<file path="config.mk">
export PLATFORM = sky130hd
export DESIGN_NAME = riscv_core_dcache_axi_write
export DESIGN_NICKNAME = d
export VERILOG_FILES = /design/src/rtl/riscv_core_axi_pkg.sv /design/src/rtl/riscv_core_axi_wr_lane_align.sv /design/src/rtl/riscv_core_dcache_axi_write.sv
export SDC_FILE = /design/constraint.sdc
export NUM_CORES = 1
export LEC_CHECK = 0
export BUFFER_PORTS_ARGS = -buffer_cell sky130_fd_sc_hd__buf_2
export CAP_MARGIN = 20
export CORE_ASPECT_RATIO = 1.25
export CORE_MARGIN = 4
export CORE_UTILIZATION = 50
export DETAILED_ROUTE_END_ITERATION = 10
export PLACE_DENSITY = 0.8
export SLEW_MARGIN = 20
export SYNTH_ARGS = -nofsm -noshare
export SYNTH_HDL_FRONTEND = slang
export SYNTH_SLANG_ARGS = --single-unit
</file>
<file path="constraint.sdc">
create_clock -name i_clk -period 4.8 [get_ports i_clk]
set_input_delay 0.72 -clock i_clk [delete_from_list [all_inputs] [get_ports i_clk]]
set_output_delay 0.72 -clock i_clk [all_outputs]
set_load 0.02 [all_outputs]
</file>
<file path="src/rtl/riscv_core_axi_pkg.sv">
// Shared AXI write-channel constants and the write-master FSM state type.
package riscv_core_axi_pkg;

  localparam logic [1:0] AXI_BURST_INCR = 2'b01;

  localparam logic [1:0] AXI_RESP_OKAY   = 2'b00;
  localparam logic [1:0] AXI_RESP_EXOKAY = 2'b01;
  localparam logic [1:0] AXI_RESP_SLVERR = 2'b10;
  localparam logic [1:0] AXI_RESP_DECERR = 2'b11;

  typedef enum logic [1:0] {
    WR_IDLE   = 2'd0,
    WR_SEND   = 2'd1,
    WR_WAIT_B = 2'd2,
    WR_DONE   = 2'd3
  } wr_state_e;

endpackage

</file>
<file path="src/rtl/riscv_core_axi_wr_lane_align.sv">
// Moves LSB-justified store data and byte mask onto the AXI byte lanes
// selected by the low address bits.
module riscv_core_axi_wr_lane_align #(
  parameter int CORE_DATA_WIDTH = 32,
  parameter int AXI_DATA_WIDTH  = 64
) (
  input  logic [2:0]                 addr,
  input  logic [CORE_DATA_WIDTH-1:0] data,
  input  logic [7:0]                 strobe,
  output logic [AXI_DATA_WIDTH-1:0]  wdata,
  output logic [7:0]                 wstrb
);

  logic [AXI_DATA_WIDTH-1:0] data_ext;

  // Dword stores only carry 32 bits from the core; the upper lanes read as zero.
  assign data_ext = AXI_DATA_WIDTH'(data);
  assign wdata    = data_ext << {addr, 3'b000};
  assign wstrb    = strobe << addr;

endmodule

</file>
<file path="src/rtl/riscv_core_dcache_axi_write.sv">
// Single-beat AXI4 write master for dcache write-through stores.
// Optional watchdog on AW/W/B progress: define AXI_WR_TIMEOUT_EN.
module riscv_core_dcache_axi_write #(
  parameter int ADDR_WIDTH      = 32,
  parameter int CORE_DATA_WIDTH = 32,
  parameter int AXI_DATA_WIDTH  = 64,
  parameter int TIMEOUT_CYCLES  = 1024
) (
  input  logic                       i_clk,
  input  logic                       i_rst_n,
  input  logic                       i_mem_write_valid,
  input  logic [ADDR_WIDTH-1:0]      i_mem_write_address,
  input  logic [CORE_DATA_WIDTH-1:0] i_mem_write_data,
  input  logic [7:0]                 i_mem_write_strobe,
  input  logic [1:0]                 i_mem_write_size,
  output logic                       o_mem_write_done,
  output logic                       o_mem_write_err,
  output logic [ADDR_WIDTH-1:0]      o_awaddr,
  output logic                       o_awvalid,
  input  logic                       i_awready,
  output logic [7:0]                 o_awlen,
  output logic [2:0]                 o_awsize,
  output logic [1:0]                 o_awburst,
  output logic [AXI_DATA_WIDTH-1:0]  o_wdata,
  output logic [7:0]                 o_wstrb,
  output logic                       o_wlast,
  output logic                       o_wvalid,
  input  logic                       i_wready,
  input  logic                       i_bvalid,
  input  logic [1:0]                 i_bresp,
  output logic                       o_bready,
  output logic [1:0]                 o_dbg_state
);
  import riscv_core_axi_pkg::*;

  // Handshakes: a beat transfers on a rising edge where valid & ready are both
  // high; valid never drops and payload never changes until that edge.

  wr_state_e                 state_q, state_d;
  logic                      awvalid_q, awvalid_d;
  logic                      wvalid_q, wvalid_d;
  logic                      bready_q, bready_d;
  logic                      done_q, done_d;
  logic                      err_q, err_d;
  logic                      aw_done_q, aw_done_d;
  logic                      w_done_q, w_done_d;
  logic [ADDR_WIDTH-1:0]     awaddr_q, awaddr_d;
  logic [2:0]                awsize_q, awsize_d;
  logic [AXI_DATA_WIDTH-1:0] wdata_q, wdata_d;
  logic [7:0]                wstrb_q, wstrb_d;

  logic [AXI_DATA_WIDTH-1:0] align_wdata;
  logic [7:0]                align_wstrb;
  logic                      aw_hs, w_hs, b_hs;
  logic                      aw_fin, w_fin;
  logic                      accept;
  logic                      tmo_hit;

  riscv_core_axi_wr_lane_align #(
    .CORE_DATA_WIDTH (CORE_DATA_WIDTH),
    .AXI_DATA_WIDTH  (AXI_DATA_WIDTH)
  ) u_lane_align (
    .addr   (i_mem_write_address[2:0]),
    .data   (i_mem_write_data),
    .strobe (i_mem_write_strobe),
    .wdata  (align_wdata),
    .wstrb  (align_wstrb)
  );

  assign aw_hs  = awvalid_q & i_awready;
  assign w_hs   = wvalid_q & i_wready;
  assign b_hs   = bready_q & i_bvalid;
  assign aw_fin = aw_done_q | aw_hs;
  assign w_fin  = w_done_q | w_hs;
  assign accept = (state_q == WR_IDLE) & i_mem_write_valid;

`ifdef AXI_WR_TIMEOUT_EN
  localparam int CNT_W = $clog2(TIMEOUT_CYCLES + 1);

  logic [CNT_W-1:0] tmo_cnt_q, tmo_cnt_d;

  assign tmo_hit = (tmo_cnt_q == CNT_W'(TIMEOUT_CYCLES));

  always_comb begin
    tmo_cnt_d = tmo_cnt_q;
    if (accept) begin
      tmo_cnt_d = '0;
    end else if ((state_q == WR_SEND) || (state_q == WR_WAIT_B)) begin
      tmo_cnt_d = tmo_cnt_q + 1'b1;
    end
  end

  always_ff @(posedge i_clk or negedge i_rst_n) begin
    if (!i_rst_n) begin
      tmo_cnt_q <= '0;
    end else begin
      tmo_cnt_q <= tmo_cnt_d;
    end
  end
`else
  logic unused_tmo_cfg;

  assign tmo_hit        = 1'b0;
  assign unused_tmo_cfg = ^TIMEOUT_CYCLES;
`endif

  // Only BRESP[1] distinguishes an error; OKAY and EXOKAY both succeed.
  logic unused_bresp;
  assign unused_bresp = i_bresp[0];

  always_comb begin
    state_d   = state_q;
    awvalid_d = awvalid_q;
    wvalid_d  = wvalid_q;
    bready_d  = bready_q;
    aw_done_d = aw_done_q;
    w_done_d  = w_done_q;
    awaddr_d  = awaddr_q;
    awsize_d  = awsize_q;
    wdata_d   = wdata_q;
    wstrb_d   = wstrb_q;
    done_d    = 1'b0;
    err_d     = 1'b0;

    case (state_q)
      WR_IDLE: begin
        if (accept) begin
          awaddr_d  = i_mem_write_address;
          awsize_d  = {1'b0, i_mem_write_size};
          wdata_d   = align_wdata;
          wstrb_d   = align_wstrb;
          awvalid_d = 1'b1;
          wvalid_d  = 1'b1;
          aw_done_d = 1'b0;
          w_done_d  = 1'b0;
          state_d   = WR_SEND;
        end
      end

      WR_SEND: begin
        aw_done_d = aw_fin;
        w_done_d  = w_fin;
        if (aw_hs) awvalid_d = 1'b0;
        if (w_hs)  wvalid_d  = 1'b0;
        // A completing handshake wins over a watchdog expiry in the same cycle.
        if (aw_fin && w_fin) begin
          bready_d = 1'b1;
          state_d  = WR_WAIT_B;
        end else if (tmo_hit) begin
          awvalid_d = 1'b0;
          wvalid_d  = 1'b0;
          done_d    = 1'b1;
          err_d     = 1'b1;
          state_d   = WR_DONE;
        end
      end

      WR_WAIT_B: begin
        if (b_hs) begin
          bready_d = 1'b0;
          done_d   = 1'b1;
          err_d    = i_bresp[1];
          state_d  = WR_DONE;
        end else if (tmo_hit) begin
          bready_d = 1'b0;
          done_d   = 1'b1;
          err_d    = 1'b1;
          state_d  = WR_DONE;
        end
      end

      WR_DONE: begin
        state_d = WR_IDLE;
      end

      default: begin
        state_d = WR_IDLE;
      end
    endcase
  end

  always_ff @(posedge i_clk or negedge i_rst_n) begin
    if (!i_rst_n) begin
      state_q   <= WR_IDLE;
      awvalid_q <= 1'b0;
      wvalid_q  <= 1'b0;
      bready_q  <= 1'b0;
      done_q    <= 1'b0;
      err_q     <= 1'b0;
      aw_done_q <= 1'b0;
      w_done_q  <= 1'b0;
      awaddr_q  <= '0;
      awsize_q  <= '0;
      wdata_q   <= '0;
      wstrb_q   <= '0;
    end else begin
      state_q   <= state_d;
      awvalid_q <= awvalid_d;
      wvalid_q  <= wvalid_d;
      bready_q  <= bready_d;
      done_q    <= done_d;
      err_q     <= err_d;
      aw_done_q <= aw_done_d;
      w_done_q  <= w_done_d;
      awaddr_q  <= awaddr_d;
      awsize_q  <= awsize_d;
      wdata_q   <= wdata_d;
      wstrb_q   <= wstrb_d;
    end
  end

  assign o_mem_write_done = done_q;
  assign o_mem_write_err  = err_q;
  assign o_awaddr         = awaddr_q;
  assign o_awvalid        = awvalid_q;
  assign o_awlen          = 8'd0;
  assign o_awsize         = awsize_q;
  assign o_awburst        = AXI_BURST_INCR;
  assign o_wdata          = wdata_q;
  assign o_wstrb          = wstrb_q;
  assign o_wlast          = wvalid_q;
  assign o_wvalid         = wvalid_q;
  assign o_bready         = bready_q;
  assign o_dbg_state      = state_q;

endmodule

</file>
Word-level counts from Yosys, hierarchy flattened
Cells that the tools add are included.
{"block": "word_totals", "reg_bits": 115, "in_bits": 82, "out_inout_bits": 125, "elab_cells": 57}
{"block": "classes", "eq_ne": 8, "shift": 2, "muxes": 19, "bitwise_logic": 6, "n_reduce_logical": 10}
{"op": "$shl 32x6->64", "n": 1}
{"op": "$reduce_and 3->1", "n": 4}
{"op": "$mux 1", "n": 10}
{"op": "$ne 2x2->1 const B", "n": 5}
{"op": "$pmux 1 s2", "n": 5}
{"op": "$pmux 2 s4", "n": 1}
{"op": "$shl 8x3->8", "n": 1}
{"op": "$mux 2", "n": 3}
{"op": "$and 1x1->1", "n": 4}
{"op": "$eq 2x2->1 const B", "n": 2}
{"op": "$reduce_and 2->1", "n": 2}
{"op": "$reduce_bool 2->1", "n": 2}
{"op": "$eq 2x1->1 const B", "n": 1}
{"op": "$logic_not 2->1", "n": 1}
{"op": "$or 1x1->1", "n": 2}
{"op": "$logic_and 1x1->1", "n": 1}

Longest topological paths before layout
Gate-level depths: netlist (run 1).
{"block": "logic_depth", "word_depth": 5, "depth_mapped": 7, "mapped_depth_nobuf": 6}

By module
Synthesis (run 1) repeated with hierarchy kept, for this count alone.
{"block": "hier_totals", "hier_cells": 482, "hier_area_um2": 6128.4}
{"module": "riscv_core_dcache_axi_write", "n_inst": 1, "cells_each": 284, "area_per_inst_um2": 4647.0, "seq_area_each_um2": 2877.8}
{"module": "riscv_core_axi_wr_lane_align", "n_inst": 1, "cells_each": 198, "area_per_inst_um2": 1481.4, "seq_area_each_um2": 0.0}

Worst setup path before layout (run 1)
OpenSTA, ideal clock, no wires.
{"block": "synth_path", "path_kind": "input -> register", "from": "input port i_mem_write_address[0]", "to": "register wstrb_q[6], in the netlist o_wstrb[6]", "setup_time_ns": 0.130, "arrival_time_ns": 1.612, "required_time_ns": 4.670, "path_slack_ns": 3.057, "cell_stages": 6, "path_buffers": 2, "path_cell_list": "buf_6 nor2b_1 buf_6 o2bb2ai_1 a222oi_1 a21oi_1"}
{"block": "synth_via", "elab_chain_cells": 1}
{"item": "from (decl)", "line_no": "riscv_core_dcache_axi_write.sv:12", "source": "input logic [ADDR_WIDTH-1:0] i_mem_write_address,"}
{"item": "$shl 8x3->8", "line_no": "riscv_core_axi_wr_lane_align.sv:19", "source": "assign wstrb = strobe << addr;"}
{"item": "to (signal assigned)", "line_no": "riscv_core_dcache_axi_write.sv:208", "source": "wstrb_q <= wstrb_d;"}
{"item": "to (decl)", "line_no": "riscv_core_dcache_axi_write.sv:50", "source": "logic [7:0] wstrb_q, wstrb_d;"}
No other way between the ends.
A chain may end at the register's enable or synchronous reset.

Worst setup path in the final report (run 1)
{"block": "layout_path", "from": "register state_q[0], in the netlist o_dbg_state[0]", "to": "register wdata_q[36], in the netlist o_wdata[36]"}
{"block": "layout_via", "elab_chain_cells": 3}
{"item": "from (decl)", "line_no": "riscv_core_dcache_axi_write.sv:39", "source": "wr_state_e state_q, state_d;"}
{"item": "from (signal assigned)", "line_no": "riscv_core_dcache_axi_write.sv:197", "source": "state_q <= state_d;"}
{"item": "$logic_not 2->1 (*)", "line_no": "riscv_core_dcache_axi_write.sv:75, riscv_core_dcache_axi_write.sv:125"}
{"item": "$and 1x1->1", "line_no": "riscv_core_dcache_axi_write.sv:75", "source": "assign accept = (state_q == WR_IDLE) & i_mem_write_valid;"}
{"item": "$reduce_and 2->1 (no line) (*)"}
{"item": "to (signal assigned)", "line_no": "riscv_core_dcache_axi_write.sv:207", "source": "wdata_q <= wdata_d;"}
{"item": "to (decl)", "line_no": "riscv_core_dcache_axi_write.sv:49", "source": "logic [AXI_DATA_WIDTH-1:0] wdata_q, wdata_d;"}
Every way passes the cells marked *; elsewhere a longest branch is shown, timed or not.

==> results of run 1 <==
power groups by stage:
stage	sequential [mW]	clock [mW]	combinational, mW
floorplan	0.987	0	0.0987
global placement	0.987	0	0.163
detailed placement	0.987	0	0.168
CTS	0.970	1.34	0.169
global route	0.970	1.39	0.189
finish	0.970	1.32	0.170
cell families (layout without fill, tap and decap cells):
kind of cell / Yosys count / count (layout) / synth area share (%)
simple gates: 196 / 196 / 15.0
compound gates: 135 / 135 / 16.7
other cells: 2 / 12 / 0.137
flops: 115 / 115 / 52.5
mux: 45 / 45 / 8.73
fa+ha+maj: 4 / 4 / 0.914
buf+inv: 55 / 234 / 5.94
cells in the final DEF, fill, tap and decap left out, types with 4 or more instances in the layout:
cell	netlist	routed
buf_2	22	193
nand2_1	141	141
dfrtp_1	115	115
a22o_1	34	34
a21oi_1	33	33
nor2_1	29	29
o21ai_0	26	26
mux2i_1	23	23
mux2_2	22	22
a22oi_1	20	20
clkbuf_16	0	17
conb_1	2	11
nand3_1	8	8
o2bb2ai_1	6	6
nor2b_1	5	5
clkinvlp_4	0	5
inv_1	4	4
a32oi_1	4	4
ha_1	4	4
clkinv_2	0	4
bufinv_16	0	4
buf_4	16	4
metrics by stage:
step | hold slack, ns | setup slack [ns] | area, sq um | power, mW | util, %
2_1_floorplan | 0.424 | 3.06 | 5510 | 1.09 | -
3_3_place_gp | 0.453 | 2.22 | 6380 | 1.15 | 59.8
3_5_place_dp | 0.457 | 2.20 | 6380 | 1.16 | 59.8
4_1_cts | 0.476 | 2.35 | 7000 | 2.48 | 65.6
5_1_grt | 0.421 | 2.13 | 7010 | 2.55 | 65.7
6_report | 0.343 | 2.34 | 7010 | 2.46 | 65.7
final cells by class:
| cell class | instances | area [sq um] | share of cell area (%) |
|---|---|---|---|
| Clock buffer | 18 | 439 | 6.27 |
| Antenna cell | 1 | 2.50 | 0.0357 |
| Sequential cell | 115 | 2880 | 41.1 |
| Timing Repair Buffer | 198 | 1010 | 14.4 |
| Inverter | 4 | 15.0 | 0.214 |
| Multi-Input combinational cell | 391 | 2310 | 33.0 |
| Tap cell | 132 | 165 | 2.36 |
| Clock inverter | 14 | 186 | 2.66 |
state kept, by name, indices dropped and copies added (netlist names):
name,count
o_mem_write_done,1
o_awsize,2
o_awaddr,32
o_wdata,64
o_awvalid,1
w_done_q,1
o_wlast,1
aw_done_q,1
o_mem_write_err,1
o_dbg_state,2
o_bready,1
o_wstrb,8
worst max-delay path: stages, from the launching register on:
cell and delay (ns):
dfrtp_1 0.39, inv_1 0.13, ha_1 0.37, nand2_4 0.40, nor4b_4 0.72, a22oi_1 0.17, o21ai_0 0.13
metal layers:
metal	GRT usage [%]	vias up	share of wire (%)	routed length, microns
met1	31.9	2305	39	6090
met4	9.94	2	3.2	500
li1	-	2254	-	-
met3	8.80	36	9.2	1440
met5	0	-	0.045	7
met2	40.3	210	48	7510
final timing paths:
check	to	depth (start not counted)	from	slack, ns
max	o_wdata[36]$_DFFE_PN0P_	6	o_dbg_state[0]$_DFFE_PN0P_	2.34
min	o_wdata[6]$_DFFE_PN0P_	1	i_rst_n	0.34
max reg2reg	o_wdata[36]$_DFFE_PN0P_	6	o_dbg_state[0]$_DFFE_PN0P_	2.34
min reg2reg	o_awaddr[27]$_DFFE_PN0P_	2	o_awaddr[27]$_DFFE_PN0P_	0.47
max in group asynchronous	o_awsize[1]$_DFFE_PN0P_	2	i_rst_n	3.48
min in group i_clk	o_awaddr[27]$_DFFE_PN0P_	2	o_awaddr[27]$_DFFE_PN0P_	0.47
==> flow_metrics.tcl, run 1 <==
set metrics [dict create \
    critPathLaunchType "flop" \
    power_switching_mw 0.553 \
    critPathKind "reg -> reg" \
    pin_count 207 \
    p_comb_share_pct 6.9 \
    fin_crit_sh_pct 51.2 \
    yosysWarnings 0 \
    place_congestion 0.822 \
    synth.distinct_cells 38 \
    wire_per_inst_microns 17.8 \
    status "completed" \
    internal-power_mw 1.91 \
    fp-row-count 42 \
    ys_seq_area_share_pct 52.5 \
    fp.dieW_microns 102 \
    grtUsageTotal_pct 25.5 \
    syn_inst 552 \
    worstPathRequired_ns 5.12 \
    clkPwrFrac_pct 53.7 \
    vias 4807 \
    clockBufferDepth 2 \
    drt-pass1-iter-count 5 \
    clock_latency_ns 0.41 \
    synth_area_sq_mm 0.00548 \
    post_cts_resized 0 \
    arrival_ns 2.77 \
    tightest_slew_ns 0.921 \
    fin_skew_ns 0.00422 \
    root_buffer "clkbuf_16" \
    layout.cells.non_filler 873 \
    dp_hpwl_microns 11100 \
    h-tree-depth 4 \
    synth_area_leader_cell "dfrtp_1" \
    cts_setup_buffers 0 \
    critPathMaxFanout 62 \
    max_freq_mhz 407 \
    cts_inserted_buffers 17 \
    grt.overflow.total 0 \
    dieArea_sq_mm 0.0127 \
    syn_area_per_cell_sq_um 9.92 \
    power_density_mw_per_mm2 352 \
    grt_max_degree 83 \
    dpl.cell_count 840 \
    seqPwrFrac_pct 39.4 \
    ys_seq_elements 115 \
    synthFlopType "dfrtp_1" \
    ant_nets 0 \
    rsz0062_at_grt "no" \
    cp-end-kind "flop" \
    routed_wl_microns 15500 \
    async_reset_ff_share_pct 100 \
    leakage_nw 3.93 \
    initial_core_util_pct 51.3 \
    fin_crit_ns 2.46 \
    synth.most_common_cell "nand2_1" \
    yosys-top-cells-area "dfrtp_1, nand2_1, a22o_1" \
    coreArea_sq_mm 0.0107 \
    viasPerCell 5.51 \
    tns_ns 0 \
    area_growth_pct 27.9 \
    synth_top_cell_area_share_pct 52.5 \
    drc 0 \
    nets 813 \
    chipHeight_microns 125 \
    min_path_type "in -> async" \
    swShare_pct 22.4 \
    grt_pass1_vias 4899 \
    port_buffers 194 \
    synthTopCellsByCount "nand2_1, dfrtp_1, a22o_1, a21oi_1, nor2_1" \
    fillers 889 \
    slew_headroom_pct 38.5 \
    hold_viol_final 0 \
    slew_violations 0 \
    grt_pass1_wl_microns 25500 \
    cts.clk_slew.worst_paths_ns 0.05 \
    ir_drop_v 0.000217 \
    synth_edf_count 0 \
    cap_violations 0 \
    drive_above_1_share_pct 34.9 \
    drt_iter0_markers 281 \
    cts_tree "done" \
    cts_hold_buffers 0 \
    setup_violations 0 \
    grt_antenna_before_repair 1 \
    clkSinkCount 115 \
]
Note: power is estimated with default switching activity, not from simulation.
==> inputs of run 2 (changes only) <==
--- a/config.mk
+++ b/config.mk
@@ -9,9 +9,9 @@
 export CAP_MARGIN = 20
 export CORE_ASPECT_RATIO = 1.25
 export CORE_MARGIN = 4
-export CORE_UTILIZATION = 50
+export CORE_UTILIZATION = 49
 export DETAILED_ROUTE_END_ITERATION = 10
-export PLACE_DENSITY = 0.8
+export PLACE_DENSITY = 0.79
 export SLEW_MARGIN = 20
 export SYNTH_ARGS = -nofsm -noshare
 export SYNTH_HDL_FRONTEND = slang
==> constraint.sdc (replaced) <==
create_clock -name i_clk -period 2.28 [get_ports i_clk]
set_input_delay 0.342 -clock i_clk [delete_from_list [all_inputs] [get_ports i_clk]]
set_output_delay 0.342 -clock i_clk [all_outputs]
set_load 0.02 [all_outputs]
==> run 2 against run 1 <==
Effect of this change: via count grew 3.2%; largest power group unchanged; non-clock buffer count increased by 14; worst hold slack worse by 0.22 ns; flip-flop and latch count is the same; setup slack worse by 2.1 ns; cell count grew 1.4%.
==> flow_metrics.tcl, run 2 (synthesized netlist as in run 1, its figures left out) <==
set metrics [dict create \
    critPathLaunchType "flop" \
    drive_above_1_share_pct 35.6 \
    power_density_mw_per_mm2 738 \
    crit_buf_inv 1 \
    area_growth_pct 30.7 \
    dieArea_sq_mm 0.0129 \
    power_mw 5.29 \
    setup_violations 0 \
    ant_nets 0 \
    fp.dieW_microns 103 \
    final_cell_mix "buf_2, nand2_1, dfrtp_1" \
    cp-end-kind "flop" \
    status "completed" \
    viasPerCell 5.61 \
    p_comb_share_pct 7.2 \
    crit_chain "inv_1 -> ha_1 -> nand2_4 -> nor4b_4 -> a22oi_1 -> o21ai_1" \
    cts_inserted_buffers 17 \
    routed_wl_microns 16000 \
    swShare_pct 21.1 \
    port_buffers 194 \
    clock_latency_ns 0.41 \
    clockBufferDepth 2 \
    clkPwrFrac_pct 54.1 \
    drc 0 \
    cts.clk_slew.worst_paths_ns 0.05 \
    worst_hold_path.endpoint "o_awaddr[16]$_DFFE_PN0P_" \
    worstPathRequired_ns 2.61 \
    crit_family "simple AND/OR/NAND/NOR gates" \
    max_freq_mhz 481 \
    slew_violations 0 \
    nets 827 \
    grt_max_degree 57 \
    hold_viol_final 0 \
    antenna_cells 0 \
    critPathMaxFanout 13 \
    hp-start "i_mem_write_address[16]" \
    tns_ns 0 \
    power_switching_mw 1.11 \
    r2r-start "o_dbg_state[0]$_DFFE_PN0P_" \
    grt_pass1_wl_microns 25300 \
    largest_reg_flops 64 \
    seqPwrFrac_pct 38.7 \
    cts_setup_buffers 0 \
    cts_tree "done" \
    coreArea_sq_mm 0.0108 \
    fin_skew_ns 0.00964 \
    vias 4963 \
    grtUsageTotal_pct 25.0 \
    regToRegEndpoint "o_wdata[37]$_DFFE_PN0P_" \
    rrSetupSlack_ns 0.20 \
    wire_per_inst_microns 18.0 \
    post_cts_resized 0 \
    fin_crit_ns 2.08 \
    h-tree-depth 4 \
    dp_hpwl_microns 11800 \
    cap_violations 0 \
    root_buffer "clkbuf_16" \
    cts_hold_buffers 1 \
    initial_core_util_pct 50.8 \
    grt_pass1_vias 5058 \
    min_path_cells 3 \
    leakage_nw 4.02 \
    grt.overflow.total 0 \
    drt_iter0_markers 275 \
    crit_slowest_cell "nor4b_4" \
    fin_crit_sh_pct 91.1 \
    internal-power_mw 4.17 \
    place_congestion 0.860 \
    cpPeakStageDelay_ns 0.61 \
    chipHeight_microns 126 \
    arrival_ns 2.41 \
    drt-pass1-iter-count 7 \
    tightest_slew_ns 0.696 \
    layout_commonest_cell "buf_2" \
    rsz0062_at_grt "no" \
    grt_antenna_before_repair 1 \
    min_path_type "in -> reg" \
    ir_drop_v 0.000513 \
    slew_headroom_pct 53.5 \
    clkSinkCount 115 \
    reg2regPathDepth 6 \
    pin_count 207 \
    critPathKind "reg -> reg" \
    fp-row-count 42 \
]
[run 2: cell count changes in the layout (fill, tap and decap cells not counted), sizes merged]
cell / delta
clkinvlp: -3
clkinv: -2
diode: -1
bufinv: +1
clkbuf: +3
dlygate4sd3: +1
buf: +13
[run 2: power by group through the flow]
stage / logic (mW) / clock network, mW / registers (mW)
2_1_floorplan: 0.208 / 0 / 2.08
3_3_place_gp: 0.362 / 0 / 2.08
3_5_place_dp: 0.374 / 0 / 2.08
4_1_cts: 0.380 / 2.90 / 2.04
5_1_grt: 0.417 / 3.01 / 2.04
6_report: 0.382 / 2.86 / 2.04
[run 2: per-layer routing]
layer | routed length, microns | track usage (%) | vias to the layer above
met5 | 7 | 0 | -
met4 | 707 | 14.0 | 2
met3 | 1660 | 8.74 | 62
met2 | 7860 | 39.9 | 257
met1 | 5740 | 28.9 | 2368
li1 | - | - | 2274
[run 2: metrics by stage]
stage | instance area, sq um | hold slack [ns] | setup WS (ns) | utilization (%) | std cells
after floorplan | 5510 | 0.0464 | 0.595 | - | 561
after global placement | 6510 | 0.291 | 0.368 | 60.4 | 853
after detailed placement | 6510 | 0.295 | 0.285 | 60.4 | 853
after CTS | 7160 | 0.110 | 0.205 | 66.5 | 885
after global routing | 7160 | 0.114 | 0.0705 | 66.5 | 885
final | 7160 | 0.125 | 0.202 | 66.5 | 885
[run 2: worst max-delay path by stage]
stage | to | startpoint | cells after the start | slack [ns]
floorplan | o_wdata[49]$_DFFE_PN0P_ | o_dbg_state[0]$_DFFE_PN0P_ | 7 | 0.60
global placement | o_wdata[35]$_DFFE_PN0P_ | o_dbg_state[0]$_DFFE_PN0P_ | 6 | 0.37
detailed placement | o_wdata[38]$_DFFE_PN0P_ | o_dbg_state[0]$_DFFE_PN0P_ | 6 | 0.28
CTS | o_wdata[37]$_DFFE_PN0P_ | o_dbg_state[0]$_DFFE_PN0P_ | 6 | 0.20
global route | o_wdata[38]$_DFFE_PN0P_ | o_dbg_state[0]$_DFFE_PN0P_ | 6 | 0.07
finish | o_wdata[37]$_DFFE_PN0P_ | o_dbg_state[0]$_DFFE_PN0P_ | 6 | 0.20
[run 2: worst reg2reg max path, delay by kind of cell, from the launching register on]
kind / cells / cell delay [ns]
adders and majority gates: 1 / 0.36
and+or+nand+nor: 2 / 0.81
DFF: 1 / 0.40
buffers and inverters: 1 / 0.14
AOI/OAI and AO/OA: 2 / 0.30
[run 2: layout make-up]
class | instances | area [sq um]
Tap cell | 132 | 165
Multi-Input combinational cell | 391 | 2310
Fill cell | 847 | 3610
Clock buffer | 21 | 460
Sequential cell | 115 | 2880
Timing Repair Buffer | 212 | 1150
Inverter | 4 | 15.0
Clock inverter | 10 | 180
==> inputs of run 3 (changes only) <==
--- a/config.mk
+++ b/config.mk
@@ -12,6 +12,7 @@
 export CORE_UTILIZATION = 49
 export DETAILED_ROUTE_END_ITERATION = 10
 export PLACE_DENSITY = 0.79
+export REMOVE_ABC_BUFFERS = 1
 export SLEW_MARGIN = 20
 export SYNTH_ARGS = -nofsm -noshare
 export SYNTH_HDL_FRONTEND = slang
==> run 3 against run 2 <==
Effect of this change: combinational power is essentially flat; non-clock buffer count grew 5; clock power shrank 13%; sequential power is essentially flat; global-route usage shrank 0.15 points; worst hold slack lost 0.0064 ns; wire length grew 0.34%; count of clock-buffer cells in the layout shrank 2; sequential share of layout area grew 0.18 points; critical endpoint is now o_wdata[24]$_DFFE_PN0P_; largest cell class unchanged; highest routed layer is now met4.
==> flow_metrics.tcl, run 3 (synthesized netlist as in run 1, its figures left out) <==
set metrics [dict create \
    status "completed" \
    cts_setup_buffers 0 \
    place_congestion 0.863 \
    cp-end-kind "flop" \
    pin_count 207 \
    power_mw 4.90 \
    fin_skew_ns 0.0154 \
    wire_per_inst_microns 17.9 \
    drc 0 \
    grt.overflow.total 0 \
    area_growth_pct 30.2 \
    nets 832 \
    clock_latency_ns 0.41 \
    fin_crit_ns 2.08 \
    grt_max_degree 77 \
    cap_violations 0 \
    chipHeight_microns 126 \
    grt_antenna_before_repair 2 \
    placed_area_sq_mm 0.00656 \
    hold_viol_final 0 \
    tns_ns 0 \
    h-tree-depth 4 \
    layout_commonest_cell "buf_2" \
    final_cell_mix "buf_2, nand2_1, dfrtp_1" \
    ir_drop_v 0.000456 \
    critPathKind "reg -> reg" \
    slew_violations 0 \
    ant_nets 0 \
    fillers 863 \
    dieArea_sq_mm 0.0129 \
    leakage_nw 4.01 \
    root_buffer "clkbuf_16" \
    cpPeakStageDelay_ns 0.62 \
    clkSinkCount 115 \
    worstPathRequired_ns 2.57 \
    crit_chain "inv_1 -> ha_1 -> nand2_4 -> buf_4 -> nor2_2 -> buf_4 -> a22o_1" \
    fp-row-count 42 \
    crit_family "buffers and inverters" \
    grt_pass1_vias 4934 \
    design_area_sq_mm 0.00713 \
    cts_tree "done" \
    clockBufferDepth 2 \
    grtUsageTotal_pct 24.9 \
    cts_inserted_buffers 17 \
    critPathMaxFanout 76 \
    cts.clk_slew.worst_paths_ns 0.06 \
    max_freq_mhz 481 \
    power_density_mw_per_mm2 687 \
    vias 4912 \
    dp_hpwl_microns 11300 \
    routed_wl_microns 16000 \
    crit_buf_inv 3 \
    viasPerCell 5.50 \
    crit_slowest_cell "buf_4" \
    tightest_slew_ns 0.768 \
    critPathLaunchType "flop" \
    port_buffers 194 \
    drt_iter0_markers 209 \
    setup_violations 0 \
    fin_crit_sh_pct 91.3 \
    coreArea_sq_mm 0.0108 \
    rsz0062_at_grt "no" \
    drive_above_1_share_pct 36.2 \
    fp.dieW_microns 103 \
    initial_core_util_pct 50.8 \
    drt-pass1-iter-count 5 \
    slew_headroom_pct 48.8 \
    min_path_type "in -> reg" \
    grt_pass1_wl_microns 25000 \
    cpMostUsedCell "buf_4" \
    largest_reg_flops 64 \
    arrival_ns 2.37 \
]
## run 3: cell types whose count changed in the layout (fill, tap and decap cells not counted), sizes merged
cell	previous run	this run
clkinvlp	2	4
diode	0	2
buf	211	216
inv	4	5
clkinv	3	7
clkbuf	21	19
bufinv	5	1
## run 3: path summary, 6_finish.rpt
kind	slack (ns)	cells past startpoint	end	start
max reg2reg	0.20	7	o_wdata[24]$_DFFE_PN0P_	o_dbg_state[0]$_DFFE_PN0P_
min in group asynchronous	0.36	2	o_awaddr[18]$_DFFE_PN0P_	i_rst_n
min reg2reg	0.47	2	o_awaddr[31]$_DFFE_PN0P_	o_awaddr[31]$_DFFE_PN0P_
min	0.12	3	o_awaddr[10]$_DFFE_PN0P_	i_mem_write_address[10]
max	0.20	7	o_wdata[24]$_DFFE_PN0P_	o_dbg_state[0]$_DFFE_PN0P_
max in group asynchronous	1.10	3	o_wdata[6]$_DFFE_PN0P_	i_rst_n
## run 3: what timing repair did
item	CTS	global route
hold buffers	1	0
resized for setup	0	0
endpoints found under the hold margin	19	0
## run 3: through the flow
step / instances / hold slack (ns) / util [%] / worst slack (ns)
after floorplan: 510 / 0.0464 / - / -0.636
after global placement: 858 / 0.244 / 60.9 / 0.273
after detailed placement: 858 / 0.243 / 60.9 / 0.229
after CTS: 891 / 0.112 / 66.1 / 0.216
after global routing: 893 / 0.114 / 66.2 / 0.0468
final: 893 / 0.118 / 66.2 / 0.199
## run 3: area by class of cell
| class | count | area [sq um] | share of cell area [%] |
|---|---|---|---|
| diodes | 2 | 5.00 | 0.0702 |
| clock buffers | 19 | 443 | 6.21 |
| clock inverters | 13 | 111 | 1.56 |
| inverters | 4 | 15.0 | 0.211 |
| multi-input cells | 391 | 2310 | 32.5 |
| flip-flops and latches | 115 | 2880 | 40.4 |
| well taps | 132 | 165 | 2.32 |
| repair buffers | 217 | 1200 | 16.8 |
## run 3: power breakdown
part           leakage, nW  total, mW  switching, mW  internal, mW
combinational         2.14      0.379          0.228         0.151
clock                0.265       2.48          0.958          1.52
sequential            1.60       2.04              0          2.04
## run 3: layer usage
metal / global-route usage (%) / wire length, microns / vias to the layer above / share of wire, %
met5: 0 / 0 / - / 0
met4: 12.0 / 476 / 0 / 3.0
met3: 6.36 / 1130 / 46 / 7.1
met2: 41.2 / 8150 / 207 / 51
met1: 29.7 / 6260 / 2376 / 39
li1: - / - / 2283 / -
## run 3: worst register-to-register path, delay by kind of cell, from the launching register on
family | cells | cell delay [ns]
flops | 1 | 0.36
compound gates | 1 | 0.21
fa+ha+maj | 1 | 0.26
simple gates | 2 | 0.21
buf+inv | 3 | 0.92
